### config.mk
export PLATFORM = sky130hd
export DESIGN_NAME = si_reg_file
export DESIGN_NICKNAME = d
export VERILOG_FILES = /design/src/rtl/si_reg_file.sv
export SDC_FILE = /design/constraint.sdc
export NUM_CORES = 2
export LEC_CHECK = 0
export CAP_MARGIN = 20
export CORE_MARGIN = 2
export CORE_UTILIZATION = 30
export CTS_CLUSTER_SIZE = 28
export DETAILED_ROUTE_END_ITERATION = 8
export PLACE_DENSITY = 0.54
export SETUP_SLACK_MARGIN = 0.3
export SYNTH_ARGS = -nofsm -noshare
export SYNTH_HDL_FRONTEND = slang
export SYNTH_SLANG_ARGS = --single-unit
### constraint.sdc
create_clock -name clk -period 3.9 [get_ports clk]
set_input_delay 0.78 -clock clk [delete_from_list [all_inputs] [get_ports clk]]
set_output_delay 0.78 -clock clk [all_outputs]
set_load 0.02 [all_outputs]
### src/rtl/si_reg_file.sv
// si_reg_file: 2**REG_AW x REG_DW integer register file.
// It has two combinational read ports with write-through bypass and one
// write-back port. A per-register busy scoreboard tracks issued producers
// whose results have not yet been written back.

// One read port: zero-masking, write-back bypass and busy qualification.
module si_reg_rd_port #(
  parameter int REG_DW = 32,
  parameter int REG_AW = 5
) (
  input  logic              rst,
  input  logic              rd_en_i,
  input  logic [REG_AW-1:0] rd_addr_i,
  input  logic [REG_DW-1:0] reg_data_i,
  input  logic              reg_busy_i,
  input  logic              wb_en_i,
  input  logic [REG_AW-1:0] wb_addr_i,
  input  logic [REG_DW-1:0] wb_data_i,
  output logic [REG_DW-1:0] rd_data_o,
  output logic              rd_busy_o
);
  logic live;
  logic wb_hit;

  // x0 and disabled ports read as zero; reset forces all outputs low
  assign live   = ~rst & rd_en_i & (rd_addr_i != '0);
  assign wb_hit = wb_en_i & (wb_addr_i == rd_addr_i);

  // An in-flight write-back both supplies the data and retires the busy mark
  always_comb begin
    rd_data_o = '0;
    rd_busy_o = 1'b0;
    if (live) begin
      rd_data_o = wb_hit ? wb_data_i : reg_data_i;
      rd_busy_o = reg_busy_i & ~wb_hit;
    end
  end
endmodule

module si_reg_file #(
  parameter int REG_DW = 32,
  parameter int REG_AW = 5
) (
  input  logic              clk,
  input  logic              rst,
  input  logic              wb_en_i,
  input  logic [REG_AW-1:0] wb_addr_i,
  input  logic [REG_DW-1:0] wb_data_i,
  input  logic              rs1_en_i,
  input  logic [REG_AW-1:0] rs1_addr_i,
  output logic [REG_DW-1:0] rs1_data_o,
  input  logic              rs2_en_i,
  input  logic [REG_AW-1:0] rs2_addr_i,
  output logic [REG_DW-1:0] rs2_data_o,
  input  logic              issue_en_i,
  input  logic [REG_AW-1:0] issue_addr_i,
  input  logic              flush_i,
  output logic              rs1_busy_o,
  output logic              rs2_busy_o
);
  localparam int NREGS  = 2**REG_AW;
  localparam int NPORTS = 2;

  logic [NREGS-1:0][REG_DW-1:0] regs;
  logic [NREGS-1:0]             busy;
  logic [NREGS-1:0]             busy_nxt;

  logic [NPORTS-1:0]             rd_en;
  logic [NPORTS-1:0][REG_AW-1:0] rd_addr;
  logic [NPORTS-1:0][REG_DW-1:0] rd_data;
  logic [NPORTS-1:0]             rd_busy;

  // Register array; x0 is never written so it stays zero from reset onward
  always_ff @(posedge clk) begin
    if (rst)
      regs <= '0;
    else if (wb_en_i && (wb_addr_i != '0))
      regs[wb_addr_i] <= wb_data_i;
  end

  // Busy next-state. The write-back clear is applied first so a same-edge
  // issue to the same register wins. A flush drops every mark and also
  // suppresses that cycle's issue.
  always_comb begin
    busy_nxt = busy;
    if (wb_en_i)
      busy_nxt[wb_addr_i] = 1'b0;
    if (flush_i)
      busy_nxt = '0;
    else if (issue_en_i && (issue_addr_i != '0))
      busy_nxt[issue_addr_i] = 1'b1;
    busy_nxt[0] = 1'b0;
  end

  // Busy scoreboard state
  always_ff @(posedge clk) begin
    if (rst) busy <= '0;
    else     busy <= busy_nxt;
  end

  assign rd_en   = {rs2_en_i, rs1_en_i};
  assign rd_addr = {rs2_addr_i, rs1_addr_i};

  for (genvar p = 0; p < NPORTS; p++) begin : g_rd
    si_reg_rd_port #(.REG_DW(REG_DW), .REG_AW(REG_AW)) u_rd (
      .rst       (rst),
      .rd_en_i   (rd_en[p]),
      .rd_addr_i (rd_addr[p]),
      .reg_data_i(regs[rd_addr[p]]),
      .reg_busy_i(busy[rd_addr[p]]),
      .wb_en_i   (wb_en_i),
      .wb_addr_i (wb_addr_i),
      .wb_data_i (wb_data_i),
      .rd_data_o (rd_data[p]),
      .rd_busy_o (rd_busy[p])
    );
  end

  assign rs1_data_o = rd_data[0];
  assign rs2_data_o = rd_data[1];
  assign rs1_busy_o = rd_busy[0];
  assign rs2_busy_o = rd_busy[1];
endmodule
[Word level (Yosys, flattened, before mapping)]
Index checks and enable logic that the tools add are counted.
Storage, ports and cells
  latch bits: 0
  output and inout port bits: 66
  register bits: 1056
  memories kept: 0
  memory bits (writable): 0
  memory bits (read-only): 0
Operators by class
  magnitude comparators: 6
  reductions and logical operators: 9
  multiplexer cells: 23
  divide/modulo/power cells: 0
  equal/unequal tests: 2
  bitwise logic cells: 14
  shift-type cells: 0
  multipliers: 0
  add/sub/neg operators: 0
Operators by type and width (count)
  bitwise mux 1024 bit: 1
  binary-select mux 32 bit (select 5 bit): 2
  2-to-1 mux 32 bit: 9
  demux 32 bit (select 5 bit): 1
  AND 32 bit: 1
  NOT 32 bit: 1
  bitwise OR 32 bit: 1
  < comparator 5 x 6 -> 1 bit, second input constant: 4
  nonzero test 5 bit: 4
  binary-select mux 1 bit (select 5 bit): 2
  demux 1 bit (select 5 bit): 2
  == test 5 bit: 2
  >= comparator 5 x 1 -> 1 bit, second input constant: 2
  AND 1 bit: 8
  2-to-1 mux 1 bit: 6
  logical AND 1 bit: 4
  NOT 1 bit: 3
  OR reduction 2 bit: 1

[Longest topological paths before layout]
  depth in word-level cells: 9
  mapped depth: 9
  gate-level depth less buffers: 5

[Hierarchy]
From an unflattened synthesis, not the netlist that was laid out.
Second synthesis, totals
  cells, all modules: 5969
  area total of the unflattened synthesis: 52944.5 um^2
By module, submodules not included
  si_reg_file: sequential area each 21120.3 um^2, area an instance 51613.3 um^2, times used 1, cells each 5715
  si_reg_rd_port: sequential area each 0.0 um^2, area an instance 665.6 um^2, times used 2, cells each 127

[Least setup slack after synthesis]
Ideal clock, no wire load.
  path kind: input-to-output
  from: input rs2_addr_i[0]
  to: output rs2_data_o[12]
  arrival: 2.585 ns
  slack: 0.535 ns
  path buffers: 4
  data required time: 3.120 ns
  stages: 8
  cells stage by stage: buf_2 > buf_6 > buf_6 > buf_2 > mux4_2 > o22ai_1 > nor2_1 > a32o_1
On the way
  cells in the longest elaborated chain, start to end: 4
  elaborated cells on any way between the ends: 8
  classes of those cells: eq/ne (1); mux (4); bitwise (2); reduce/logical (1)
RTL lines
  from (decl): RTL line 53  | input logic [REG_AW-1:0] rs2_addr_i,
  binary-select mux 32 bit (select 5 bit) / == test 5 bit (equally long branches): RTL line 109, 27
  2-to-1 mux 32 bit (implied by the code) / AND 1 bit (equally long branches): RTL line 109, 27
  2-to-1 mux 32 bit: RTL line 34  | rd_data_o = wb_hit ? wb_data_i : reg_data_i;
  2-to-1 mux 32 bit (*): RTL line 33  | if (live) begin
  to (decl): RTL line 54  | output logic [REG_DW-1:0] rs2_data_o,
Mark *: on every way between the ends. The rest lies on a longest branch, timed or not. The select of a mux whose other input is x is not followed.

[Final worst setup path]
  from: input wb_addr_i[0]
  to: output rs1_data_o[30]
On the way
  cells in the longest elaborated chain, start to end: 4
RTL lines
  from (decl): RTL line 47  | input logic [REG_AW-1:0] wb_addr_i,
  == test 5 bit: RTL line 27  | assign wb_hit = wb_en_i & (wb_addr_i == rd_addr_i);
  AND 1 bit: RTL line 27
  2-to-1 mux 32 bit: RTL line 34
  2-to-1 mux 32 bit: RTL line 33
  to (decl): RTL line 51  | output logic [REG_DW-1:0] rs1_data_o,
Every way passes these cells.

==> results.md <==
* Outcome: finished clean
* Worst slew pin tran at between 1000 and 1500 ps
* Routed wire length at 255 mm
* Crit path kind: input port to output port
* Slew Limit Headroom at around an eighth
* Clk_lat worst skew at about 740 ps
* Clk root buf: clkbuf_16
* Setup Viol. Count Final at 0
* Worst R2R End: busy[7]$_SDFF_PP0_
* CTS Buf Count at between 100 and 150
* Min-Delay Path Class: flop to flop
* Detail Route Antenna Nets at 0
* Port Buffers at between 100 and 150
* Final period util at a little over nine tenths
* Most common cell after layout, fill and taps aside: nand2_1
* Syn. warnings at 0
* Die Width at about 430 um
* Share of cells above drive strength 1 at 25.1%
* Critical R2R Launch: busy[7]$_SDFF_PP0_
* Syn nets at 6222
* GRT Total Usage at 27.0%
* Hold Path End: regs[198]$_SDFFE_PP0P_
* Final hold slack at about 460 ps
* Rows at roughly 150
* Post-synth EDFFs at 0
* Commonest non-fill, non-tap cells in the layout: 1993 x nand2_1, 1055 x dfxtp_1, 996 x a21oi_1
* Vias at between 50000 and 60000
* Starting Density at a little over 30%
* Avg Vias per Cell at between 5 and 6
* Gpl congestion at between 0.9 and 1
* FMAX at 264 MHz
* NumNets Final at roughly 6400
* Hold Crit Start: regs[198]$_SDFFE_PP0P_
* Clk_skew at 0 ps
* RSZ-0062 raised after global routing: true
* Max Fanout on Critical Path at 8
* First-pass GRT wire length at approximately 360 mm
* DR iter-0 viols at roughly 6400
* DP Wirelength at approximately 160 mm
* Placed insts at 8485
* Clock-pin slew on the worst setup and hold paths at 60 ps
* Grt ovf at 0
* WL/cell at a little under 30 um
* Core footprint at 176000 um^2
* Die Span Y at ~430 um
* Primary FF master, synth: dfxtp_1
* Area of the multi-input gates at roughly 31000 um^2
* CTS sink cnt at approximately 1100
* Post-synth cell types at slightly below 50
* Worst Path Required at about 3100 ps
* Slew Limit Fails at 0
* Cell count after synthesis at 6163
* Max_cap viols at 0
* Layout Cell Area excl Fill at between 60000 and 70000 um^2
* Placed inst area at approximately 60000 um^2
* P_leak at 23.0 nW
* Flops & latches, synth at 1055
* Initial antenna violation count at 2
* Syn Std Cell Area at roughly 53000 um^2
* R2r setup slk at 3180 ps
* Peak VDD IR at 378 uV
* Io pins at 125
* Final non-filler cell total at about 8800
* Number of global-route vias before repair at between 40000 and 50000
* Async set or reset register ratio after synthesis at 0%
* Shortest period the worst path allows at around 3800 ps
* Fin. Hold Viols at 0
* Hold depth at 2
* Crit end category: output port
* DRT Pass-1 Iters at 8
* Sequential cell area at 21100 um^2
* Worst r2r path cells at 2
* Largest net degree at the start of global routing at 220
* Fin util at roughly two fifths
* Register area share after synthesis at between 30% and 40%
* H-tree level count at 3
* P&R area growth vs syn at 27.0%
* Data arrival, critical path at roughly 3000 ps
* Die ar. at approximately 180000 um^2
* Syn Area/Cell at between 8 and 9 um^2
* Fillers at about 17000
* Number of diodes at 0
* CTS tree: done
* Power Density at approximately 370 nW/um^2
* Critical Path Start Type: input port
* Clock buffer depth at 3
* Residual DRC at 0
registers in the layout, summed over array words and instances, names as in the netlist:
signal	count
busy	31
regs	1024
how the worst max path moves through the flow:
stage	start	end	slack (ps)	depth (start not counted)
after global placement	rs2_addr_i[2]	rs2_data_o[15]	-650	9
after global routing	rs1_addr_i[0]	rs1_data_o[17]	90	11
after detailed placement	rs2_addr_i[2]	rs2_data_o[15]	-670	8
final	wb_addr_i[0]	rs1_data_o[30]	120	9
after CTS	rs1_addr_i[0]	rs1_data_o[19]	100	9
after floorplan	rs2_addr_i[0]	rs2_data_o[12]	530	8
logic make-up (layout without fill, tap and decap cells):
family                    Yosys count  in the layout  synth area share, %
buffers and inverters             673            983                 5.28
muxes                             663            663                 22.0
DFF                              1055           1055                 39.6
AOI/OAI and AO/OA                1468           1468                 16.3
and+or+nand+nor                  2294           2294                 16.7
xor gates and xnor gates           10             10                0.164
layout make-up:
class	count	share of cell area, %
clock inverter	30	0.462
clock buffer	173	4.98
tap	2340	4.32
sequential	1055	31.2
multi-input combinational	4435	46.2
inverter	3	0.0222
timing repair buffer	777	12.8
power by group:
part	total (mW)	internal (mW)	switching (mW)
sequential	10.9	10.9	0.0570
clock	10.9	6.18	4.75
combinational	3.19	1.27	1.92
total	25.0	18.3	6.72
Yosys cell counts, drive strengths merged (11+ instances only):
cell | n | area, um^2
a21oi | 1006 | 5030
a221o | 13 | 130
a221oi | 163 | 1430
a22o | 20 | 175
a22oi | 55 | 413
a32o | 31 | 310
buf | 133 | 785
clkbuf | 537 | 2020
dfxtp | 1055 | 21100
mux2i | 256 | 2560
mux4 | 405 | 9120
nand2 | 2025 | 7600
nor2 | 146 | 548
nor2b | 36 | 225
nor3 | 41 | 205
o21ai | 13 | 65.1
o21bai | 11 | 82.6
o22ai | 124 | 776
o32ai | 19 | 166
what timing repair did:
action                                  4_1_cts  5_1_grt
endpoints found under the setup margin       66       63
pin swaps                                    42       82
gates cloned                                 17       10
buffers inserted                             53       45
hold buffers                                  0        0
hold endpoints to repair                      0        0
gates resized for setup                     414      257
metal layers:
metal / track usage [%] / up-vias / wire length [um]
met5: 0 / - / 0
met4: 19.5 / 0 / 21100
met3: 5.47 / 853 / 24800
met2: 42.4 / 3077 / 115000
met1: 32.8 / 25677 / 93600
li1: - / 22223 / -
stage by stage:
stage                     setup slack [ps]  setup TNS, ps  power [mW]
final                                  115              0        25.0
after global routing                  90.4              0        25.6
after CTS                             97.7              0        24.8
after detailed placement              -666         -21840        13.8
after global placement                -652         -22020        13.8
after floorplan                        535              0        12.5
worst max-delay path: stages:
cell and delay (ps):
dlygate4sd2_1 370, buf_4 240, xnor2_2 120, nand4_1 220, o21a_4 330, buf_4 180, and3_4 180, a221o_2 400
buf_6 170
Note: power is estimated with default switching activity, not from simulation.
